--- config.mk ---
export PLATFORM = sky130hd
export DESIGN_NAME = reg8_write_arbiter
export DESIGN_NICKNAME = d
export VERILOG_FILES = /design/src/rtl/reg8_write_arbiter.sv
export SDC_FILE = /design/constraint.sdc
export NUM_CORES = 1
export LEC_CHECK = 0
export BUFFER_PORTS_ARGS = -buffer_cell sky130_fd_sc_hd__clkbuf_2
export CORE_MARGIN = 2
export CORE_UTILIZATION = 39
export CTS_CLUSTER_DIAMETER = 50
export DETAILED_ROUTE_END_ITERATION = 8
export SYNTH_ARGS = -nofsm -noshare
export SYNTH_HDL_FRONTEND = slang
export SYNTH_SLANG_ARGS = --single-unit
--- constraint.sdc ---
create_clock -name clk -period 5 [get_ports clk]
set_input_delay 0.5 -clock clk [delete_from_list [all_inputs] [get_ports clk]]
set_output_delay 0.5 -clock clk [all_outputs]
set_load 0.02 [all_outputs]
--- src/rtl/reg8_write_arbiter.sv ---
// Round-robin write arbiter that owns a shared WIDTH-bit register.
// Requesters compete for write access. A granted requester may hold the
// register with its lock bit and then perform back-to-back writes. If the
// lock holder stays idle for LOCK_MAX cycles, it is released by force.
// clr returns the register and all arbitration state to their reset values.
module reg8_write_arbiter #(
  parameter int               NREQ      = 4,
  parameter int               WIDTH     = 8,
  parameter logic [WIDTH-1:0] RESET_VAL = '0,
  parameter int               LOCK_MAX  = 15
) (
  input  logic                          clk,
  input  logic                          areset_n,
  input  logic [NREQ-1:0]               req,
  input  logic [NREQ-1:0]               lock,
  input  logic [NREQ*WIDTH-1:0]         wdata,
  input  logic                          clr,
  output logic [WIDTH-1:0]              q,
  output logic [NREQ-1:0]               gnt,
  output logic [$clog2(NREQ)-1:0]       owner,
  output logic                          busy
);

  localparam int OW = $clog2(NREQ);

  typedef enum logic {ARB, LOCKED} state_t;

  state_t          state;
  logic [OW-1:0]   ptr;
  logic [7:0]      idle_cnt;

  logic            win_vld;
  logic [OW-1:0]   win_idx;
  logic [OW-1:0]   sel_idx;
  logic [WIDTH-1:0] sel_data;
  logic            sel_req;
  logic            sel_lock;
  logic [7:0]      idle_inc;
  int              pos;
  logic [OW-1:0]   cand;

  // Successor of a requester index, wrapping at NREQ-1.
  function automatic logic [OW-1:0] inc_mod(input logic [OW-1:0] idx);
    if (idx == OW'(NREQ - 1)) begin
      return '0;
    end
    return idx + 1'b1;
  endfunction

  // One-hot acknowledge vector for a requester index.
  function automatic logic [NREQ-1:0] onehot(input logic [OW-1:0] idx);
    return NREQ'(1) << idx;
  endfunction

  // Round-robin search for the first active request at or after ptr.
  always_comb begin
    win_vld = 1'b0;
    win_idx = '0;
    pos     = 0;
    cand    = '0;
    for (int k = 0; k < NREQ; k++) begin
      pos = int'(ptr) + k;
      if (pos >= NREQ) begin
        pos = pos - NREQ;
      end
      cand = OW'(pos);
      if (!win_vld && req[cand]) begin
        win_vld = 1'b1;
        win_idx = cand;
      end
    end
  end

  // Selects the requester the current state listens to, and picks out its
  // request, lock qualifier and data slice. The idle counter saturates.
  always_comb begin
    sel_idx  = (state == ARB) ? win_idx : owner;
    sel_data = '0;
    sel_req  = 1'b0;
    sel_lock = 1'b0;
    for (int i = 0; i < NREQ; i++) begin
      if (OW'(i) == sel_idx) begin
        sel_data = wdata[i*WIDTH +: WIDTH];
        sel_req  = req[i];
        sel_lock = lock[i];
      end
    end
    idle_inc = (idle_cnt >= 8'(LOCK_MAX)) ? idle_cnt : idle_cnt + 8'd1;
  end

  // Arbitration FSM. This block also owns the shared register and all
  // registered outputs.
  always_ff @(posedge clk or negedge areset_n) begin
    if (!areset_n) begin
      state    <= ARB;
      q        <= RESET_VAL;
      gnt      <= '0;
      owner    <= '0;
      busy     <= 1'b0;
      ptr      <= '0;
      idle_cnt <= '0;
    end else if (clr) begin
      state    <= ARB;
      q        <= RESET_VAL;
      gnt      <= '0;
      owner    <= '0;
      busy     <= 1'b0;
      ptr      <= '0;
      idle_cnt <= '0;
    end else begin
      case (state)
        ARB: begin
          if (win_vld) begin
            q     <= sel_data;
            gnt   <= onehot(win_idx);
            owner <= win_idx;
            if (sel_lock) begin
              // Keep ptr so that a released lock resumes fair rotation.
              state    <= LOCKED;
              busy     <= 1'b1;
              idle_cnt <= '0;
            end else begin
              ptr <= inc_mod(win_idx);
            end
          end else begin
            gnt <= '0;
          end
        end
        LOCKED: begin
          if (sel_req) begin
            q        <= sel_data;
            gnt      <= onehot(owner);
            idle_cnt <= '0;
            if (!sel_lock) begin
              state <= ARB;
              busy  <= 1'b0;
              ptr   <= inc_mod(owner);
            end
          end else begin
            gnt      <= '0;
            idle_cnt <= idle_inc;
            if (idle_inc == 8'(LOCK_MAX)) begin
              // The owner went quiet for too long, so hand the register back.
              state <= ARB;
              busy  <= 1'b0;
              ptr   <= inc_mod(owner);
            end
          end
        end
        default: begin
          state <= ARB;
          busy  <= 1'b0;
          gnt   <= '0;
        end
      endcase
    end
  end

endmodule

# == Yosys cells after proc, flatten, opt, wreduce, memory -nomap -nowiden ==
# Index checks and enable logic that the tools add are counted.
# word_totals
mem_bits_rw,0
latchBits,0
romBits,0
elab_cells,144
n_memories,0
ff_bits,26
in_bits,43
out_inout_bits,15
# op_classes
addsub,10
div_mod_pow,0
bitwise,1
n_lt_le_gt_ge,9
reduce_logical,13
eq_ne,13
mux,89
shift,2
n_mul,0
# op_table
cell,count
$mux 8,12
$mux 2,23
$mux 1,41
$pmux 8 s2,2
$lt 2x3->1 const B,4
$mux 4,3
$ge 3x3->1 const B,3
$ne 3x3->1 const B,3
$add 8x1->8 const B,1
$bmux 1 s2,4
$eq 8x4->1 const B,1
$ge 8x4->1 const B,1
$pmux 4 s2,1
$reduce_and 4->1,2
$shl 1x2->4 const A,2
$sub 2x1->2 const B,4
$add 2x2->3 const B,2
$reduce_and 2->1,3
$add 2x1->2 const B,2
$eq 2x2->1 const A,2
$eq 2x2->1 const B,2
$ne 4x2->1 const B,1
$ne 4x4->1 const B,1
$pmux 1 s2,2
other kinds (11),15

# == Longest topological paths before layout ==
# Gate-level depths: netlist of the first run.
# depth
ltp_word,29
ltp_mapped,8
mapped_depth_nobuf,8

# == Worst setup path after synthesis of the first run ==
# No wires, ideal clock.
# synth_path
path_type,input to register
startpoint,input port req[0]
endpoint,register q[0]
t_arrival_ps,2364
slack_ps,2511
setup_ps,125
path_buffers,1
cell_stages,8
required_ps,4875
cell_sequence,and2b_1 -> or4_1 -> a41oi_2 -> o22a_2 -> and3b_1 -> buf_6 -> o21bai_4 -> mux2_4
# synth_between
elab_chain_cells,21
elab_cells_between_ends,42
cone_classes,eq/ne: 5; mux: 29; reduce/logical: 8
# synth_lines
element,line,text
from (decl),14,"input logic [NREQ-1:0] req,"
$bmux 1 s2,67,if (!win_vld && req[cand]) begin
$mux 1 (implied by the code),67,
$mux 1,67,
$logic_not 1->1,67,
$logic_and 1x1->1,67,
$mux 1,67,
$logic_not 1->1,67,
$logic_and 1x1->1,67,
[2 not listed],--,
$logic_and 1x1->1,67,
$mux 2,67,
$mux 2,77,sel_idx = (state == ARB) ? win_idx : owner;
$logic_not 2->1,82,if (OW'(i) == sel_idx) begin
$mux 8 (4 in a row),82,
$mux 8 (on tied branches),"130, 113",
$pmux 8 s2,111,case (state)
$mux 8,102,end else if (clr) begin
to (signal assigned),114,q <= sel_data;
to (signal assigned),131,q <= sel_data;
to (decl),18,"output logic [WIDTH-1:0] q,"
# Several ways; a longest one is shown, not always the timed one. The select of a mux whose other input is x is not followed.
# A chain may end at the register's enable or synchronous reset.

# == Worst setup path in the final report of the first run ==
# layout_path
startpoint,register ptr[1]
endpoint,register q[2]
# layout_between
elab_chain_cells,23
elab_cells_between_ends,57
cone_classes,add/sub: 7; order compare: 4; eq/ne: 5; mux: 33; reduce/logical: 8
# layout_lines
element,line,text
from (decl),29,logic [OW-1:0] ptr;
from (signal assigned),123,ptr <= inc_mod(win_idx);
from (signal assigned),137,ptr <= inc_mod(owner);
from (signal assigned),146,ptr <= inc_mod(owner);
"parallel branches: the longest is 23 deep, another holds $add 2x1->3",--,
# Several ways; the timed one is not identified. The select of a mux whose other input is x is not followed.

==> results.yml, run 1 <==
logic_synthesis:
  synth_top_area_share_pct: 34.0
  synth_top_family_by_area: "compound AO/OA/AOI/OAI gates"
  synth-xor-area-share_pct: 0
  synth-edff-count: 0
  synth_compound_area_share_pct: 24.3
  yosys-top-cells-area: "dfrtp_1 (34%), a211oi_1 (6.7%), mux2_4 (6.3%)"
  seq_area_frac_synth_pct: 34.0
  async_flop_share_pct: 100
  synth_fp_nets: 246
  yosys-top-cells-count: "dfrtp_1 (26), a211oi_1 (17), nand2_1 (12), inv_1 (10), mux2i_1 (10)"
  ys.flop_type: "dfrtp_1"
  synth.most_common_cell: "dfrtp_1"
  yosysTopAreaCell: "dfrtp_1"
  synth_fa_ha_area_share_pct: 5.89
  synth.distinct_cells: 54
  synth.avg_cell_area_um2: 9.86
  synth_area_um2: 1910
  netlist_instances: 194
  yosys_warnings: 0
  ys_ff_latch: 26
  yosys.area_share.simple_pct: 19.5
  synthMuxAreaShare_pct: 12.7
die:
  ios: 58
  dieArea_um2: 5480
  core_area_um2: 4720
  fp-row-count: 25
  start_util_pct: 40.5
  fp.dieW_um: 74.0
  fp.dieH_um: 74.0
timing:
  post-route-period-util_pct: 55.0
  min_period_ns: 2.75
  hold_viol: 0
  fin_skew_ns: 0.00397
  tns_ns: 0
  rsz0062_at_grt: "no"
  relSlewSlack_pct: 27.4
  fmaxAchievable_ghz: 0.364
  finalSetupViolCount: 0
  hold_ws_ns: 0.229
  worstMarginPinSlew_ns: 1.08
  slew_violations: 0
place:
  gp_congestion: 0.872
  place_hpwl_mm: 3.38
  portBuffers: 57
min_path:
  min_path_type: "input pin to asynchronous set/reset pin"
clock_network:
  clkSinkCount: 26
  insertion_delay_ns: 0.27
  clock-root-buffer: "clkbuf_8"
  holdBufCountCts: 0
  ctsLongestPathBuffers: 2
  cts_tree: "yes"
  h-tree-depth: 1
  clk_pin_slew_ns: 0.09
  cts_buffers: 3
  post_cts_resized: 0
  cts_setup_buffers: 0
critical_path:
  critical_path.slowest_cell: "o21ai_2"
  cp_max_fo: 17
  worstPathArrival_ns: 2.91
  cp_slowest_stage_delay_ns: 0.67
  reg2reg_slack_ns: 2.25
  regToRegEndpoint: "q[2]"
  r2r-start: "ptr[1]"
  ff2ff_path_depth: 7
  worst_setup_path_start_kind: "flip-flop"
  crit_chain: "nand2_1 > a211o_1 > o21ai_2 > o21ai_4 > and3b_1 > o21bai_4 > mux2_4"
  worstPathRequired_ns: 5.16
  crit_type: "flip-flop to flip-flop"
  critPathCaptureType: "flip-flop"
route:
  drt_iter0_markers: 97
  viasPerCell: 5.23
  drc: 0
  firstDrtPassIters: 4
  vias: 1652
  wl_per_cell_um: 13.3
  postRouteAntennaNets: 0
  routed_wl_mm: 4.22
final_layout:
  drive_gt1_share_pct: 34.5
  fillers: 452
  num_antenna_cells: 0
  nets: 302
  area_delta_synth_final_pct: 21.4
status:
  status: "finished, final reports clean"
power_and_ir_drop:
  leakage_nw: 1.12
  ir_worst_vdd_uv: 145
  seqPwrFrac_pct: 29.7
  p_sw_mw: 0.463
  intPower_mw: 0.642
  p_sw_share_pct: 41.9
  pwr_density_cell_nw_per_um2: 476
  p_comb_share_pct: 54.6
  p_clk_share_pct: 15.7
global_routing:
  globalRouteOverflowTotal: 0
  grt_max_degree: 27
  grt_pass1_vias: 1431
  use_met3_pct: 3.66
  antenna_found_initial: 0
  top_usage_layer: "met2"
  met1_usage_pct: 22.8
  grt_util_all_layers_pct: 16.0
  grt_pass1_wl_mm: 6.89
  grtUsageMet2_pct: 25.1
job:
  max-cap-violations: 0
==> layout by cell type, fill, tap and decap left out, types with 3 or more instances in the layout <==
cell,count
nand2_1,12
ha_1,9
clkbuf_8,3
a31oi_1,3
a211oi_1,17
nor2b_1,7
a22o_1,4
and2_1,7
nand2b_1,4
nand3_1,6
mux2i_1,10
mux2_4,8
o21ai_0,8
inv_1,10
a21oi_1,6
dfrtp_1,26
nor2_1,9
clkbuf_2,57
==> critical path: cells and delay by family (launching register included) <==
kind            cells  cell delay (ns)
compound gates      4             1.49
flops               1             0.46
mux                 1             0.32
simple gates        2             0.36
==> layer usage <==
layer  part of all wire (%)  vias up
met5                      0        -
met4                   0.59        0
met3                    5.6        5
met2                     43       54
met1                     51      758
li1                       -      835
==> power groups by stage <==
stage	clock [mW]	combinational (mW)	sequential, mW
2_1_floorplan	0	0.420	0.367
3_3_place_gp	0	0.602	0.333
3_5_place_dp	0	0.606	0.330
4_1_cts	0.180	0.607	0.329
5_1_grt	0.191	0.665	0.338
6_report	0.174	0.604	0.328
==> kinds of logic after synthesis <==
logic type,count (synthesis)
compound gates,59
mux,20
simple gates,64
fa+ha+maj,9
buf+inv,16
flops,26
==> flip-flops by register name, summed over array words and instances, names as in the netlist <==
signal and cells:
idle_cnt 8, owner 2, state 1, ptr 2
gnt 4, q 8, busy 1
==> worst max path at each step <==
stage | startpoint | end | slack [ns] | cells past startpoint
detailed placement | req[2] | q[1] | 1.99 | 8
CTS | ptr[1] | q[3] | 2.25 | 7
global placement | req[2] | q[3] | 2.05 | 8
floorplan | req[0] | q[0] | 2.51 | 8
finish | ptr[1] | q[2] | 2.25 | 7
global route | ptr[1] | q[7] | 2.09 | 7
==> cell type report <==
cell class / instances / area, um2 / share of cell area [%]
sequential: 26 / 651 / 28.0
clock buffer: 3 / 41.3 / 1.78
tap: 67 / 83.8 / 3.61
clock inverter: 1 / 30.0 / 1.29
multi-input combinational: 152 / 1190 / 51.4
inverter: 10 / 37.5 / 1.62
timing repair buffer: 57 / 285 / 12.3
==> metrics by stage <==
step,cells,instance area [um2],utilization (%),power [mW],setup WS [ns]
final,316,2320,49.2,1.11,2.25
after global routing,316,2320,49.2,1.19,2.09
after CTS,316,2320,49.2,1.12,2.25
after detailed placement,312,2250,47.7,0.937,1.99
after global placement,312,2250,47.7,0.935,2.05
after floorplan,194,1910,-,0.786,2.51
(Power assumes the default switching activity.)
==> run 2: changes to the inputs <==
- clock period: 5 -> 2.8 ns (I/O delays scaled with it)
==> results.yml, run 2 (synthesized netlist as in run 1, its figures left out) <==
clock_network:
  holdBufCountCts: 0
  clock-root-buffer: "clkbuf_8"
  clk_pin_slew_ns: 0.09
  clkSinkCount: 26
  cts_tree: "yes"
  cts_setup_buffers: 0
  insertion_delay_ns: 0.27
  ctsLongestPathBuffers: 2
  post_cts_resized: 0
  cts_buffers: 3
  h-tree-depth: 1
route:
  drc: 0
  viasPerCell: 5.16
  wl_met3_um: 268
  firstDrtPassIters: 4
  routed_wl_mm: 4.28
  drt-met1-wl_mm: 2.04
  vias: 1671
  postRouteAntennaNets: 0
  top_layer: "met4"
  drt_iter0_markers: 71
  wl_met2_mm: 1.94
  wl_per_cell_um: 13.2
die:
  fp.dieH_um: 74.0
  fp.dieW_um: 74.0
  fp-row-count: 25
  dieArea_um2: 5480
  start_util_pct: 40.5
  core_area_um2: 4720
  ios: 58
power_and_ir_drop:
  pwr_density_cell_nw_per_um2: 844
  leakage_nw: 1.16
  ir_worst_vdd_uv: 395
timing:
  min_period_ns: 2.47
  slew_violations: 0
  post-route-period-util_pct: 88.2
  worstMarginPinSlew_ns: 0.628
  relSlewSlack_pct: 58.1
  finalSetupViolCount: 0
  rsz0062_at_grt: "no"
  tns_ns: 0
  fin_skew_ns: 0.00173
  fmaxAchievable_ghz: 0.405
  hold_viol: 0
critical_path:
  critical_path.slowest_cell: "dfrtp_1"
  cp_top_family: "simple AND/OR/NAND/NOR gates"
  worst_setup_path_start_kind: "flip-flop"
  crit_type: "flip-flop to flip-flop"
  worstPathRequired_ns: 2.96
  cp_slowest_stage_delay_ns: 0.56
  cp_max_fo: 10
  worstPathArrival_ns: 2.63
  path_buf_inv: 0
  critPathCaptureType: "flip-flop"
  crit_chain: "nand2b_1 > nor4_2 > nor4b_1 > o21ai_4 > a21o_2 > o221ai_1 > mux2_2"
place:
  place_hpwl_mm: 3.48
  gp_congestion: 0.893
  portBuffers: 57
  dpl_cell_area_um2: 2310
final_layout:
  area_delta_synth_final_pct: 24.5
  final_area_um2: 2380
  num_antenna_cells: 0
  layout_commonest_cell: "clkbuf_2"
  multi_input_area_um2: 1190
  final_cell_mix: "clkbuf_2 (57), dfrtp_1 (26), a211oi_1 (17)"
  fillers: 443
  nets: 310
  drive_gt1_share_pct: 36.6
  regArea_um2: 651
  top_regs: "idle_cnt x8, q x8, gnt x4"
global_routing:
  grt_max_degree: 27
  antenna_found_initial: 0
  grt_pass1_wl_mm: 7.13
  grt_pass1_vias: 1541
  grt_util_all_layers_pct: 16.5
  globalRouteOverflowTotal: 0
min_path:
  min_path_type: "input pin to asynchronous set/reset pin"
status:
  status: "finished, final reports clean"
job:
  max-cap-violations: 0
-- run 2: where the power goes --
group          internal, mW  total (mW)  switching [mW]
Combinational         0.512        1.13           0.615
Sequential            0.480       0.574          0.0945
Clock                 0.191       0.308           0.117
-- run 2: per-layer routing --
metal	GRT usage, %	vias up
li1	-	852
met1	23.6	768
met2	26.0	47
met3	3.52	4
met4	3.03	0
met5	0	-
-- run 2: path summary, 6_finish.rpt --
check                      slack (ns)     endpoint        start  cells after the start
setup reg to reg                 0.33       ptr[1]        state                      7
setup / recovery                 0.33       ptr[1]        state                      7
hold reg to reg                  0.51  idle_cnt[4]  idle_cnt[4]                      1
max in group asynchronous        2.38  idle_cnt[7]     areset_n                      1
min in group clk                 0.39     owner[1]          clr                      2
hold / removal                  0.008       gnt[0]     areset_n                      1
-- run 2: stage by stage --
step | hold slack, ns | std cells | util [%] | power (mW) | setup WS [ns]
floorplan | -0.0156 | 194 | - | 1.40 | 0.447
global placement | 0.332 | 320 | 48.9 | 1.71 | 0.304
detailed placement | 0.334 | 320 | 48.9 | 1.72 | 0.340
CTS | 0.0335 | 324 | 50.4 | 2.03 | 0.327
global route | 0.0529 | 324 | 50.4 | 2.17 | 0.145
finish | 0.00814 | 324 | 50.4 | 2.01 | 0.331
-- run 2: final cells by class --
type | instances | share of cell area, %
multi-input cells | 152 | 50.1
flip-flops and latches | 26 | 27.3
repair buffers | 65 | 14.5
well taps | 67 | 3.52
clock buffers | 3 | 1.73
inverters | 10 | 1.58
clock inverters | 1 | 1.26
==> run 3: changes to the inputs <==
- CORE_MARGIN: 2 -> 4
- PLACE_DENSITY_LB_ADDON: unset -> 0.3
==> results.yml, run 3 (synthesized netlist as in run 1, its figures left out) <==
route:
  drt_iter0_markers: 57
  wl_per_cell_um: 13.7
  routed_wl_mm: 4.42
  vias: 1655
  postRouteAntennaNets: 0
  viasPerCell: 5.11
  drc: 0
  firstDrtPassIters: 4
power_and_ir_drop:
  p_total_mw: 2.01
  leakage_nw: 1.16
  pwr_density_cell_nw_per_um2: 844
  ir_worst_vdd_uv: 399
clock_network:
  h-tree-depth: 1
  ctsLongestPathBuffers: 2
  clkSinkCount: 26
  clk_pin_slew_ns: 0.09
  cts_tree: "yes"
  post_cts_resized: 0
  cts_setup_buffers: 0
  cts_buffers: 3
  holdBufCountCts: 0
  clock-root-buffer: "clkbuf_8"
  insertion_delay_ns: 0.27
timing:
  slew_violations: 0
  post-route-period-util_pct: 92.0
  min_period_ns: 2.58
  fmaxAchievable_ghz: 0.388
  relSlewSlack_pct: 56.0
  tns_ns: 0
  fin_skew_ns: 0.00564
  rsz0062_at_grt: "no"
  hold_viol: 0
  finalSetupViolCount: 0
  worstMarginPinSlew_ns: 0.661
global_routing:
  met1_usage_pct: 21.4
  grtUsageMet2_pct: 23.5
  globalRouteOverflowTotal: 0
  grt_util_all_layers_pct: 14.5
  top_usage_layer: "met2"
  grt_pass1_wl_mm: 7.33
  grt_pass1_vias: 1586
  grt_max_degree: 27
  use_met3_pct: 1.83
  antenna_found_initial: 0
die:
  fp.dieH_um: 78.0
  fp.dieW_um: 78.0
  start_util_pct: 40.5
  ios: 58
  core_area_um2: 4720
  fp-row-count: 25
  dieArea_um2: 6090
place:
  portBuffers: 57
  gp_congestion: 0.901
  place_hpwl_mm: 3.59
  dp.cells: 320
critical_path:
  worstPathArrival_ns: 2.73
  worstPathRequired_ns: 2.95
  crit_type: "flip-flop to flip-flop"
  cp_max_fo: 8
  critPathCaptureType: "flip-flop"
  worst_setup_path_start_kind: "flip-flop"
final_layout:
  nets: 310
  fillers: 443
  layout_commonest_cell: "clkbuf_2"
  drive_gt1_share_pct: 36.6
  final_cell_mix: "clkbuf_2 (57), dfrtp_1 (26), a211oi_1 (17)"
  num_antenna_cells: 0
  instances_no_fill: 324
  top_regs: "idle_cnt x8, q x8, gnt x4"
  area_delta_synth_final_pct: 24.5
  utilization_pct: 50.4
status:
  status: "finished, final reports clean"
min_path:
  min_path_type: "input pin to asynchronous set/reset pin"
job:
  max-cap-violations: 0
==> run 3: metrics by stage <==
step | setup slack [ns] | cell area (um2) | hold WS (ns)
after floorplan | 0.447 | 1910 | -0.0156
after global placement | 0.249 | 2310 | 0.341
after detailed placement | 0.218 | 2310 | 0.347
after CTS | 0.234 | 2380 | 0.0556
after global routing | 0.0714 | 2380 | 0.0854
final | 0.223 | 2380 | 0.0227
==> run 3: routing by layer <==
layer / wire length [um] / up-vias
li1: - / 851
met1: 2190 / 751
met2: 1980 / 53
met3: 261 / 0
met4: 0 / 0
met5: 0 / -
==> run 3: final timing paths <==
path | from | to | slack (ns) | cells past startpoint
worst max-delay path | ptr[0] | q[6] | 0.22 | 7
worst min-delay path | areset_n | gnt[2] | 0.02 | 1
worst max register to register | ptr[0] | q[6] | 0.22 | 7
worst min register to register | idle_cnt[4] | idle_cnt[4] | 0.51 | 1
max in group asynchronous | areset_n | idle_cnt[7] | 2.35 | 1
min in group clk | clr | owner[0] | 0.39 | 2
==> run 3: power breakdown <==
group / leakage [nW] / switching (mW) / total (mW) / internal, mW
Combinational: 0.778 / 0.618 / 1.13 / 0.513
Clock: 0.0357 / 0.118 / 0.309 / 0.191
Sequential: 0.346 / 0.0907 / 0.570 / 0.480
Total: 1.16 / 0.826 / 2.01 / 1.18
==> run 3: final cells by class <==
class / count / area, um2 / area share [%]
sequential: 26 / 651 / 27.3
timing repair buffer: 65 / 345 / 14.5
multi-input combinational: 152 / 1190 / 50.1
inverter: 10 / 37.5 / 1.58
clock buffer: 3 / 41.3 / 1.73
clock inverter: 1 / 30.0 / 1.26
tap: 67 / 83.8 / 3.52
==> run 3: worst max-delay path, stage by stage (launching register included) <==
cell and delay [ns]:
dfrtp_1 0.37, and2b_1 0.23, or4_1 0.56, a41oi_2 0.19, o22a_2 0.20, and3b_1 0.31
o21bai_4 0.27, mux2_4 0.33
